<file path="src/rtl/param_rr_scheduler_pkg.sv">
// param_rr_scheduler_pkg: shared defaults and helpers for the scheduler.
// Holds the descriptor width default, destination LSB default and clog2.
`ifndef DISPATCH_WIDTH
`define DISPATCH_WIDTH 32
`endif

package param_rr_scheduler_pkg;

  localparam int DISPATCH_W   = `DISPATCH_WIDTH;
  localparam int DEST_LSB_DEF = 2;

  function automatic int clog2(input int v);
    int r;
    r = 0;
    while ((1 << r) < v) r++;
    return r;
  endfunction

endpackage

</file>
<file path="src/rtl/param_rr_scheduler_fifo.sv">
// sched_fifo_sync: show-ahead synchronous FIFO with occupancy count.
// Ports: clk/rst, write (en,data), read (en), head data, count, full, empty.
module sched_fifo_sync
  import param_rr_scheduler_pkg::*;
#(
  parameter int DATA_W = 32,
  parameter int DEPTH  = 16
) (
  input  logic                  i_clk,
  input  logic                  i_rst,
  input  logic                  i_wr_en,
  input  logic [DATA_W-1:0]     i_wr_data,
  input  logic                  i_rd_en,
  output logic [DATA_W-1:0]     o_rd_data,
  output logic [clog2(DEPTH):0] o_count,
  output logic                  o_full,
  output logic                  o_empty
);

  localparam int AW = clog2(DEPTH);

  logic [DATA_W-1:0] mem [DEPTH];
  logic [AW-1:0]     wr_ptr;
  logic [AW-1:0]     rd_ptr;
  logic [AW:0]       count;
  logic              do_wr;
  logic              do_rd;

  // Full/empty come from the registered count: a same-cycle pop
  // never frees a slot for a write.
  assign o_full    = (count == (AW+1)'(DEPTH));
  assign o_empty   = (count == '0);
  assign o_count   = count;
  assign o_rd_data = mem[rd_ptr];
  assign do_wr     = i_wr_en && !o_full;
  assign do_rd     = i_rd_en && !o_empty;

  always_ff @(posedge i_clk) begin
    if (i_rst) begin
      wr_ptr <= '0;
      rd_ptr <= '0;
      count  <= '0;
    end else begin
      if (do_wr) wr_ptr <= wr_ptr + 1'b1;
      if (do_rd) rd_ptr <= rd_ptr + 1'b1;
      case ({do_wr, do_rd})
        2'b10:   count <= count + 1'b1;
        2'b01:   count <= count - 1'b1;
        default: count <= count;
      endcase
    end
  end

  always_ff @(posedge i_clk) begin
    if (do_wr && !i_rst) mem[wr_ptr] <= i_wr_data;
  end

endmodule

</file>
<file path="src/rtl/param_rr_scheduler.sv">
// param_rr_scheduler: N input queues arbitrated (RR or strict) to one
// crossbar output register with valid/ready, dest select and source id.
module param_rr_scheduler
  import param_rr_scheduler_pkg::*;
#(
  parameter int NUM_PORTS  = 4,
  parameter int DATA_W     = DISPATCH_W,
  parameter int FIFO_DEPTH = 16,
  parameter int NUM_OUT    = 4,
  parameter int DEST_LSB   = DEST_LSB_DEF
) (
  input  logic                                      i_clk,
  input  logic                                      i_rst,
  input  logic [NUM_PORTS*DATA_W-1:0]               i_wr_data,
  input  logic [NUM_PORTS-1:0]                      i_wr_en,
  output logic [NUM_PORTS-1:0]                      o_full,
  output logic [NUM_PORTS*(clog2(FIFO_DEPTH)+1)-1:0] o_level,
  input  logic                                      i_mode,
  output logic                                      o_cb_valid,
  input  logic                                      i_cb_ready,
  output logic [DATA_W-1:0]                         o_cb_data,
  output logic [clog2(NUM_OUT)-1:0]                 o_cb_sel,
  output logic [clog2(NUM_PORTS)-1:0]               o_cb_src
);

  localparam int LW    = clog2(FIFO_DEPTH) + 1;
  localparam int SEL_W = clog2(NUM_OUT);
  localparam int SRC_W = clog2(NUM_PORTS);

  logic [DATA_W-1:0]    head [NUM_PORTS];
  logic [LW-1:0]        cnt  [NUM_PORTS];
  logic [NUM_PORTS-1:0] req;
  logic [NUM_PORTS-1:0] pop;
  logic [NUM_PORTS-1:0] empty;
  logic [SRC_W-1:0]     rr_ptr;
  logic [SRC_W-1:0]     gnt_idx;
  logic                 gnt_vld;
  logic                 loadable;
  logic                 grant;
  logic [DATA_W-1:0]    gnt_data;

  for (genvar k = 0; k < NUM_PORTS; k++) begin : g_q
    sched_fifo_sync #(
      .DATA_W(DATA_W),
      .DEPTH (FIFO_DEPTH)
    ) u_fifo (
      .i_clk    (i_clk),
      .i_rst    (i_rst),
      .i_wr_en  (i_wr_en[k]),
      .i_wr_data(i_wr_data[k*DATA_W +: DATA_W]),
      .i_rd_en  (pop[k]),
      .o_rd_data(head[k]),
      .o_count  (cnt[k]),
      .o_full   (o_full[k]),
      .o_empty  (empty[k])
    );
    assign req[k] = !empty[k];
    assign o_level[k*LW +: LW] = cnt[k];
    assign pop[k] = grant && (gnt_idx == SRC_W'(k));
  end

  assign loadable = !o_cb_valid || i_cb_ready;
  assign grant    = loadable && gnt_vld;

  // Scan downward so the last hit is the first port in search order:
  // offset from rr_ptr in RR mode, plain index in strict mode.
  always_comb begin : p_arb
    int idx;
    gnt_vld = 1'b0;
    gnt_idx = '0;
    idx     = 0;
    for (int i = NUM_PORTS-1; i >= 0; i--) begin
      idx = i_mode ? i : (int'(rr_ptr) + i) % NUM_PORTS;
      if (req[idx]) begin
        gnt_vld = 1'b1;
        gnt_idx = SRC_W'(idx);
      end
    end
  end

  always_comb begin
    gnt_data = '0;
    for (int i = 0; i < NUM_PORTS; i++) begin
      if (gnt_idx == SRC_W'(i)) gnt_data = head[i];
    end
  end

  always_ff @(posedge i_clk) begin
    if (i_rst) begin
      o_cb_valid <= 1'b0;
      o_cb_data  <= '0;
      o_cb_sel   <= '0;
      o_cb_src   <= '0;
      rr_ptr     <= '0;
    end else if (loadable) begin
      o_cb_valid <= gnt_vld;
      if (gnt_vld) begin
        o_cb_data <= gnt_data;
        o_cb_sel  <= gnt_data[DEST_LSB +: SEL_W];
        o_cb_src  <= gnt_idx;
        rr_ptr    <= (gnt_idx == SRC_W'(NUM_PORTS-1)) ?
                     '0 : gnt_idx + 1'b1;
      end
    end
  end

endmodule

</file>
<file path="config.mk">
export PLATFORM = sky130hd
export DESIGN_NAME = param_rr_scheduler
export DESIGN_NICKNAME = d
export VERILOG_FILES = /design/src/rtl/param_rr_scheduler_pkg.sv /design/src/rtl/param_rr_scheduler_fifo.sv /design/src/rtl/param_rr_scheduler.sv
export SDC_FILE = /design/constraint.sdc
export NUM_CORES = 2
export LEC_CHECK = 0
export ABC_AREA = 1
export CELL_PAD_IN_SITES_DETAIL_PLACEMENT = 2
export CELL_PAD_IN_SITES_GLOBAL_PLACEMENT = 2
export CORE_MARGIN = 2
export CORE_UTILIZATION = 23
export CTS_CLUSTER_SIZE = 25
export DETAILED_ROUTE_END_ITERATION = 7
export GPL_ROUTABILITY_DRIVEN = 0
export PLACE_DENSITY = 0.59
export SLEW_MARGIN = 20
export SYNTH_ARGS = -nofsm -noshare
export SYNTH_HDL_FRONTEND = slang
export SYNTH_HIERARCHICAL = 1
export SYNTH_SLANG_ARGS = --single-unit
</file>
<file path="constraint.sdc">
create_clock -name i_clk -period 3.67 [get_ports i_clk]
set_input_delay 0.734 -clock i_clk [delete_from_list [all_inputs] [get_ports i_clk]]
set_output_delay 0.734 -clock i_clk [all_outputs]
set_load 0.01 [all_outputs]
</file>
======== Word level (Yosys, flattened, before mapping) ========
Memory sizes are Yosys's and may differ from the RTL's. A register that Yosys moved wholly into a read port is not among the register bits.
Index checks and enable logic that the tools add are counted.
storage, ports and cells
  register bits ........................... 91
  input port bits ......................... 136
  RAM bits ................................ 2,048
  output and inout bits ................... 61
  logic and storage cells ................. 153
  memories kept ........................... 4
operators by class
  equality and inequality tests ........... 15
  magnitude comparators ................... 4
  add/sub/neg operators ................... 20
  reductions and logical operators ........ 41
  multiplexer cells ....................... 49
  bitwise operators ....................... 3
memory list
  name               depth  width  read ports  clocked after memory_dff  wr ports  RTL line                       source
  g_q[0].u_fifo.mem  16     32     1           1                         1         param_rr_scheduler_fifo.sv:22  logic [DATA_W-1:0] mem [DEPTH];
  g_q[1].u_fifo.mem  16     32     1           1                         1         param_rr_scheduler_fifo.sv:22
  g_q[2].u_fifo.mem  16     32     1           1                         1         param_rr_scheduler_fifo.sv:22
  g_q[3].u_fifo.mem  16     32     1           1                         1         param_rr_scheduler_fifo.sv:22
operators by type and width
  cell                   number
  $mux W32               7
  $lt A32 B4 Y1 const B  3
  $pmux W5 S2            4
  $add A4 B1 Y4 const B  8
  $mux W4                8
  $add A5 B1 Y5 const B  4
  $eq A5 B5 Y1 const B   4
  $logic_not A5 Y1       4
  $mux W1                20
  $sub A5 B1 Y5 const B  4
  $logic_and A1 B1 Y1    17
  $eq A2 B2 Y1 const B   6
  $mux W2                6
  $eq A2 B1 Y1 const B   5
  $logic_not A1 Y1       10
  $bmux W1 S2            4
  $reduce_bool A2 Y1     4
  $reduce_or A2 Y1       3
  $add A2 B1 Y2 const B  2
  $add A2 B2 Y2 const B  2
  $and A1 B1 Y1 const A  3
  $lt A2 B3 Y1 const B   1
  $logic_not A2 Y1       1
  $reduce_and A2 Y1      1
  $logic_or A1 B1 Y1     1

======== Logic depth before layout (Yosys ltp) ========
  depth after elaboration ................. 16
  gate-level depth with buffers ........... 30

======== Hierarchy ========
Netlist, hierarchy kept.
modules (own cells, without submodules)
  module                            area each (um^2)  times used  cells an instance
  sched_fifo_sync at g_q[2].u_fifo  22,973.3          1           2,208
  sched_fifo_sync at g_q[0].u_fifo  22,968.3          1           2,208
  sched_fifo_sync at g_q[1].u_fifo  22,965.8          1           2,208
  sched_fifo_sync at g_q[3].u_fifo  22,964.5          1           2,208
  param_rr_scheduler                2,757.6           1           484

======== Worst setup path before layout ========
No wires, ideal clock.
  path type ............................... input port to flip-flop
  from .................................... in i_mode
  to ...................................... reg g_q[1].u_fifo.count[4]
  stages on the path ...................... 27
  arrival time ............................ 3.636 ns
  library setup time ...................... 0.109 ns
  data required time ...................... 3.561 ns
  slack ................................... -0.075 ns
  cell sequence ........................... inv_2 -> nand2_4 -> nand2_1 -> nand2_1 -> nand2_1 -> nand3_2 -> o21bai_1 -> nand2_1 -> inv_1 -> ha_1 -> clkbuf_1 -> clkbuf_1 -> inv_1 -> nor2_1 -> nand2_1 -> inv_1 -> ha_1 -> inv_1 -> fa_1 -> inv_1 -> nand2_1 -> nand2_1 -> nand2_1 -> nand2_1 -> nand3_1 -> nand2_1 -> inv_1
between the ends
  cells in the longest elaborated chain, start to end .. 13
  elaborated cells on any way between the ends .. 32
  classes of those cells .................. eq/ne: 3; mux: 25; reduce/logical: 4
RTL lines
  element                                                   RTL line                       source
  start: declaration                                        param_rr_scheduler.sv:18       input logic i_mode,
  $mux W32                                                  param_rr_scheduler.sv:73       idx = i_mode ? i : (int'(rr_ptr) + i) % NUM_PORTS;
  $bmux W1 S2                                               param_rr_scheduler.sv:74       if (req[idx]) begin
  $mux W1 (not written as such) (2 in a row)                param_rr_scheduler.sv:74
  $mux W2 (3 in a row)                                      param_rr_scheduler.sv:74
  $mux W2 *                                                 param_rr_scheduler.sv:74
  named net gnt_idx[1]                                      param_rr_scheduler.sv:36       logic [SRC_W-1:0] gnt_idx;
  $eq A2 B1 Y1 *                                            param_rr_scheduler.sv:59       assign pop[k] = grant && (gnt_idx == SRC_W'(k));
  $logic_and A1 B1 Y1 *                                     param_rr_scheduler.sv:59
  named net pop[1]                                          param_rr_scheduler.sv:33       logic [NUM_PORTS-1:0] pop;
  $logic_and A1 B1 Y1 *                                     param_rr_scheduler_fifo.sv:36  assign do_rd = i_rd_en && !o_empty;
  named net g_q[1].u_fifo.do_rd                             param_rr_scheduler_fifo.sv:27  logic do_rd;
  $eq A2 B1 Y1 / $eq A2 B2 Y1 (equally long branches)       param_rr_scheduler_fifo.sv:46  case ({do_wr, do_rd})
  $pmux W5 S2 / $reduce_bool A2 Y1 (equally long branches)  n/a
  end signal: assignment                                    param_rr_scheduler_fifo.sv:47  2'b10: count <= count + 1'b1;
  end signal: assignment                                    param_rr_scheduler_fifo.sv:48  2'b01: count <= count - 1'b1;
  end signal: assignment                                    param_rr_scheduler_fifo.sv:49  default: count <= count;
  end: declaration                                          param_rr_scheduler_fifo.sv:25  logic [AW:0] count;
The timed path passes the listed nets; every way through them passes the cells marked *. The select of a mux whose other input is x is not followed.
A chain may end at the register's enable or synchronous reset.

======== Worst setup path after layout ========
  from .................................... reg g_q[2].u_fifo.count[4]
  to ...................................... reg g_q[2].u_fifo.count[4]
between the ends
  cells in the longest elaborated chain, start to end .. 14
  elaborated cells on any way between the ends .. 35
  classes of those cells .................. add/sub: 2; eq/ne: 4; mux: 21; reduce/logical: 8
RTL lines
  element                                                   RTL line                       source
  start: declaration                                        param_rr_scheduler_fifo.sv:25
  start signal: assignment                                  param_rr_scheduler_fifo.sv:47
  start signal: assignment                                  param_rr_scheduler_fifo.sv:48
  start signal: assignment                                  param_rr_scheduler_fifo.sv:49
  $logic_not A5 Y1 *                                        param_rr_scheduler_fifo.sv:32  assign o_empty = (count == '0);
  named net empty[2]                                        param_rr_scheduler.sv:34       logic [NUM_PORTS-1:0] empty;
  $logic_not A1 Y1 *                                        param_rr_scheduler.sv:57       assign req[k] = !empty[k];
  $bmux W1 S2                                               param_rr_scheduler.sv:74
  $mux W1 (not written as such) (2 in a row)                param_rr_scheduler.sv:74
  $mux W2 (3 in a row)                                      param_rr_scheduler.sv:74
  $mux W2 *                                                 param_rr_scheduler.sv:74
  named net gnt_idx[1]                                      param_rr_scheduler.sv:36
  $eq A2 B2 Y1 *                                            param_rr_scheduler.sv:59
  $logic_and A1 B1 Y1 *                                     param_rr_scheduler.sv:59
  named net pop[2]                                          param_rr_scheduler.sv:33
  $logic_and A1 B1 Y1 *                                     param_rr_scheduler_fifo.sv:36
  named net g_q[2].u_fifo.do_rd                             param_rr_scheduler_fifo.sv:27
  $eq A2 B1 Y1 / $eq A2 B2 Y1 (equally long branches)       param_rr_scheduler_fifo.sv:46
  $pmux W5 S2 / $reduce_bool A2 Y1 (equally long branches)  n/a
Marks and branches as above.

==> impl_results.md <==
- Worst slack at placement: -0.790 ns
- Hpwl dp: 201000 um
- Most frequent cell after synthesis: nand2_1
- Setup ws final: 0.153 ns
- Vias per Instance: 4.40
- Synthesized area per cell: 10.2 um^2
- Asr flop ratio synth: 0%
- Final Cycle Share: 95.8%
- Synth Net Count: 9496
- Die W: 645 um
- Shortest period the worst path allows: 3.52 ns
- Logic gate share of total power: 27.7%
- Slew HR: 35.3%
- Post-synth EDFFs: 2048
- Hold buffer count at cts: 0
- Die area: 0.417 mm^2
- Slew Limit Fails: 0
- Inst Count DP: 14751
- Met1 usage: 19.9%
- Total track usage: 16.6%
- CTS clock-pin slew for the worst setup and hold paths: 0.06 ns
- Pre-antenna DRT Iters: 6
- H-tree depth: 5
- Main synth FF type: edfxtp_1
- Fill cells: 44732
- Yosys warnings: 6
- CP Launch Type: register
- Sequential area share after synthesis: 67.2%
- Starting density of the core: 23.1%
- Synth cell count leaders: nand2_1 (2988), edfxtp_1 (2048), inv_1 (1647), nand3_1 (1599), nor2_1 (203)
- Pwr dens: 661 mW/mm^2
- Post-Syn Instances: 9316
- WS Path Type: register to register
- Sw power: 25.9 mW
- Share of the synthesized area in the top cell type: 65.0%
- Core area: 0.410 mm^2
- Congestion Overflow GR: 0
- Global route hottest layer: met2
- Seq cells post-synth: 2153
- Sequential group share of total power: 37.8%
- Routed WL: 352000 um
- Clk buf depth: 4
- HP Class: input pin to register
- Post-DRT Antenna Nets: 0
- Lkg Pwr: 46.0 nW
- Endpoint class of the critical path: register
- Post-route insts no fill: 15260
- CTS Buf Count: 267
- Initial antenna violation count: 82
- Die H: 645 um
- Clock Skews: 0.0614 ns
- Netlist cell types: 35
- Internal: 48.6 mW
- Synth area leader: edfxtp_1
- Routed len/inst: 23.0 um
- TritonCTS clock tree: done
- Row Count: 235
- Critical path data arrival time: 4.31 ns
- Worst slew pin tran: 0.971 ns
- Critical path required time: 4.47 ns
- Worst-path fanout max: 4
- Fin util: 27.5%
- Clock share of power: 34.4%
- Clock sink total: 2153
- DRC viols: 0
- Worst VDD drop: 0.766 mV
- Fmax: 284 MHz
- First-pass GRT wire length: 509000 um
- Max_cap viols: 0
- Clock Latency Late Sink: 0.91 ns
- Status: complete, no violations
- Final Power: 74.5 mW
- Port bufs: 196
- I/O pin count: 197
- Initial drt markers: 3720
- Synth area leaders: edfxtp_1 (65%), nand2_1 (12%), nand3_1 (8.5%), inv_1 (6.5%), dfxtp_1 (2.2%)
- R2R Setup Slk: 0.15 ns
- Final setup fails: 0
- Synth Cell Area: 0.0946 mm^2
- # nets final: 9758
- Vias in the first global route: 74363
- Largest net degree at the start of global routing: 129
- Fraction of layout cells with a size suffix above 1: 8.23%
- GR Layer Usage met3: 2.33%
- GR Util met2: 30.2%
- Via Count: 67217
- Root buf cell: clkbuf_16
- Sw frac: 34.7%
- Area Growth Syn to Fin: 19.1%
- Final Hold Fails: 0
## flip-flops by register name, indices dropped and copies added (netlist names), named ones only
signal,cells
rr_ptr,2
o_cb_src,2
o_cb_valid,1
o_cb_data,32
g_q.u_fifo/rd_ptr,16
g_q.u_fifo/mem,2048
g_q.u_fifo/o_count,20
g_q.u_fifo/wr_ptr,16
## layout by cell type, fill, tap and decap left out, drive strengths merged, types with 97 or more instances in the layout
master         instances
clkbuf               352
clkinv                97
nand2               2993
inv                 1668
dfxtp                105
nand3               1605
nor2                 226
buf                  255
edfxtp              2048
clkdlybuf4s50        195
## repair_timing
action	4_1_cts	5_1_grt
resized for setup	17	49
endpoints found under the setup margin	12	12
pin swaps	2	16
buffers inserted	2	6
## power by group through the flow
stage	sequential, mW	combinational [mW]	clock, mW
5_1_grt	28.2	23.0	27.3
6_report	28.2	20.7	25.6
3_3_place_gp	28.7	20.0	0
3_5_place_dp	28.7	20.7	0
2_1_floorplan	28.5	12.3	0
4_1_cts	28.2	20.9	26.4
## per-stage QoR
step | setup TNS, ns | hold slack [ns] | cell area [um^2]
2_1_floorplan | 0 | 0.471 | 94600
3_3_place_gp | -12.94 | 0.481 | 104000
3_5_place_dp | -22.82 | 0.479 | 104000
4_1_cts | 0 | 0.313 | 112000
5_1_grt | -0.0802 | 0.349 | 113000
6_report | 0 | 0.358 | 113000
## final cells by class
type	count	area (um^2)	area share [%]
Antenna cell	29	72.6	0.0644
Clock buffer	352	7310	6.49
Clock inverter	119	978	0.868
Inverter	1662	6280	5.57
Multi-Input combinational cell	5044	22400	19.9
Sequential cell	2153	63600	56.5
Tap cell	5451	6820	6.05
Timing Repair Buffer	450	5130	4.55
## critical path, cell delays in order, from the launching register on
cell and delay [ns]:
dfxtp_1 0.33, inv_1 0.09, nand3_2 0.11, buf_8 0.16
inv_4 0.06, nand3b_1 0.16, nand2_2 0.12, nand2_1 0.08
nor2_1 0.12, o21bai_1 0.09, nand2_2 0.11, buf_4 0.12
ha_2 0.17, inv_1 0.06, nor2_2 0.14, buf_6 0.17
nand2_2 0.09, inv_2 0.06, ha_2 0.17, buf_4 0.16
ha_4 0.21, or2_2 0.29, nand3_1 0.11, nand3_1 0.10
nand2_1 0.08, inv_1 0.04
## routing by layer
metal / part of all wire, % / vias up / wire length (um)
met5: 0.039 / - / 137
met4: 3.4 / 22 / 11900
met3: 3.7 / 512 / 13000
met2: 51 / 945 / 179000
met1: 42 / 35120 / 147000
li1: - / 30618 / -
## path summary, 6_finish.rpt
path,startpoint,to,cells after the start
setup reg to reg,g_q[2].u_fifo/o_count[4]$_SDFFE_PP0P_,g_q[2].u_fifo/o_count[4]$_SDFFE_PP0P_,25
setup / recovery,g_q[2].u_fifo/o_count[4]$_SDFFE_PP0P_,g_q[2].u_fifo/o_count[4]$_SDFFE_PP0P_,25
hold reg to reg,o_cb_src[0]$_SDFFE_PP0N_,o_cb_src[0]$_SDFFE_PP0N_,2
hold / removal,i_rst,o_cb_src[0]$_SDFFE_PP0N_,2
## kinds of logic after synthesis
logic type	Yosys count	share of synthesized area (%)
XOR/XNOR	12	0.111
flip-flops	2153	67.2
buffers and inverters	2119	9.79
adder cells (fa/ha/maj)	44	0.614
AO/OA/AOI/OAI	151	0.801
AND/OR/NAND/NOR	4837	21.5
(Power assumes the default switching activity.)
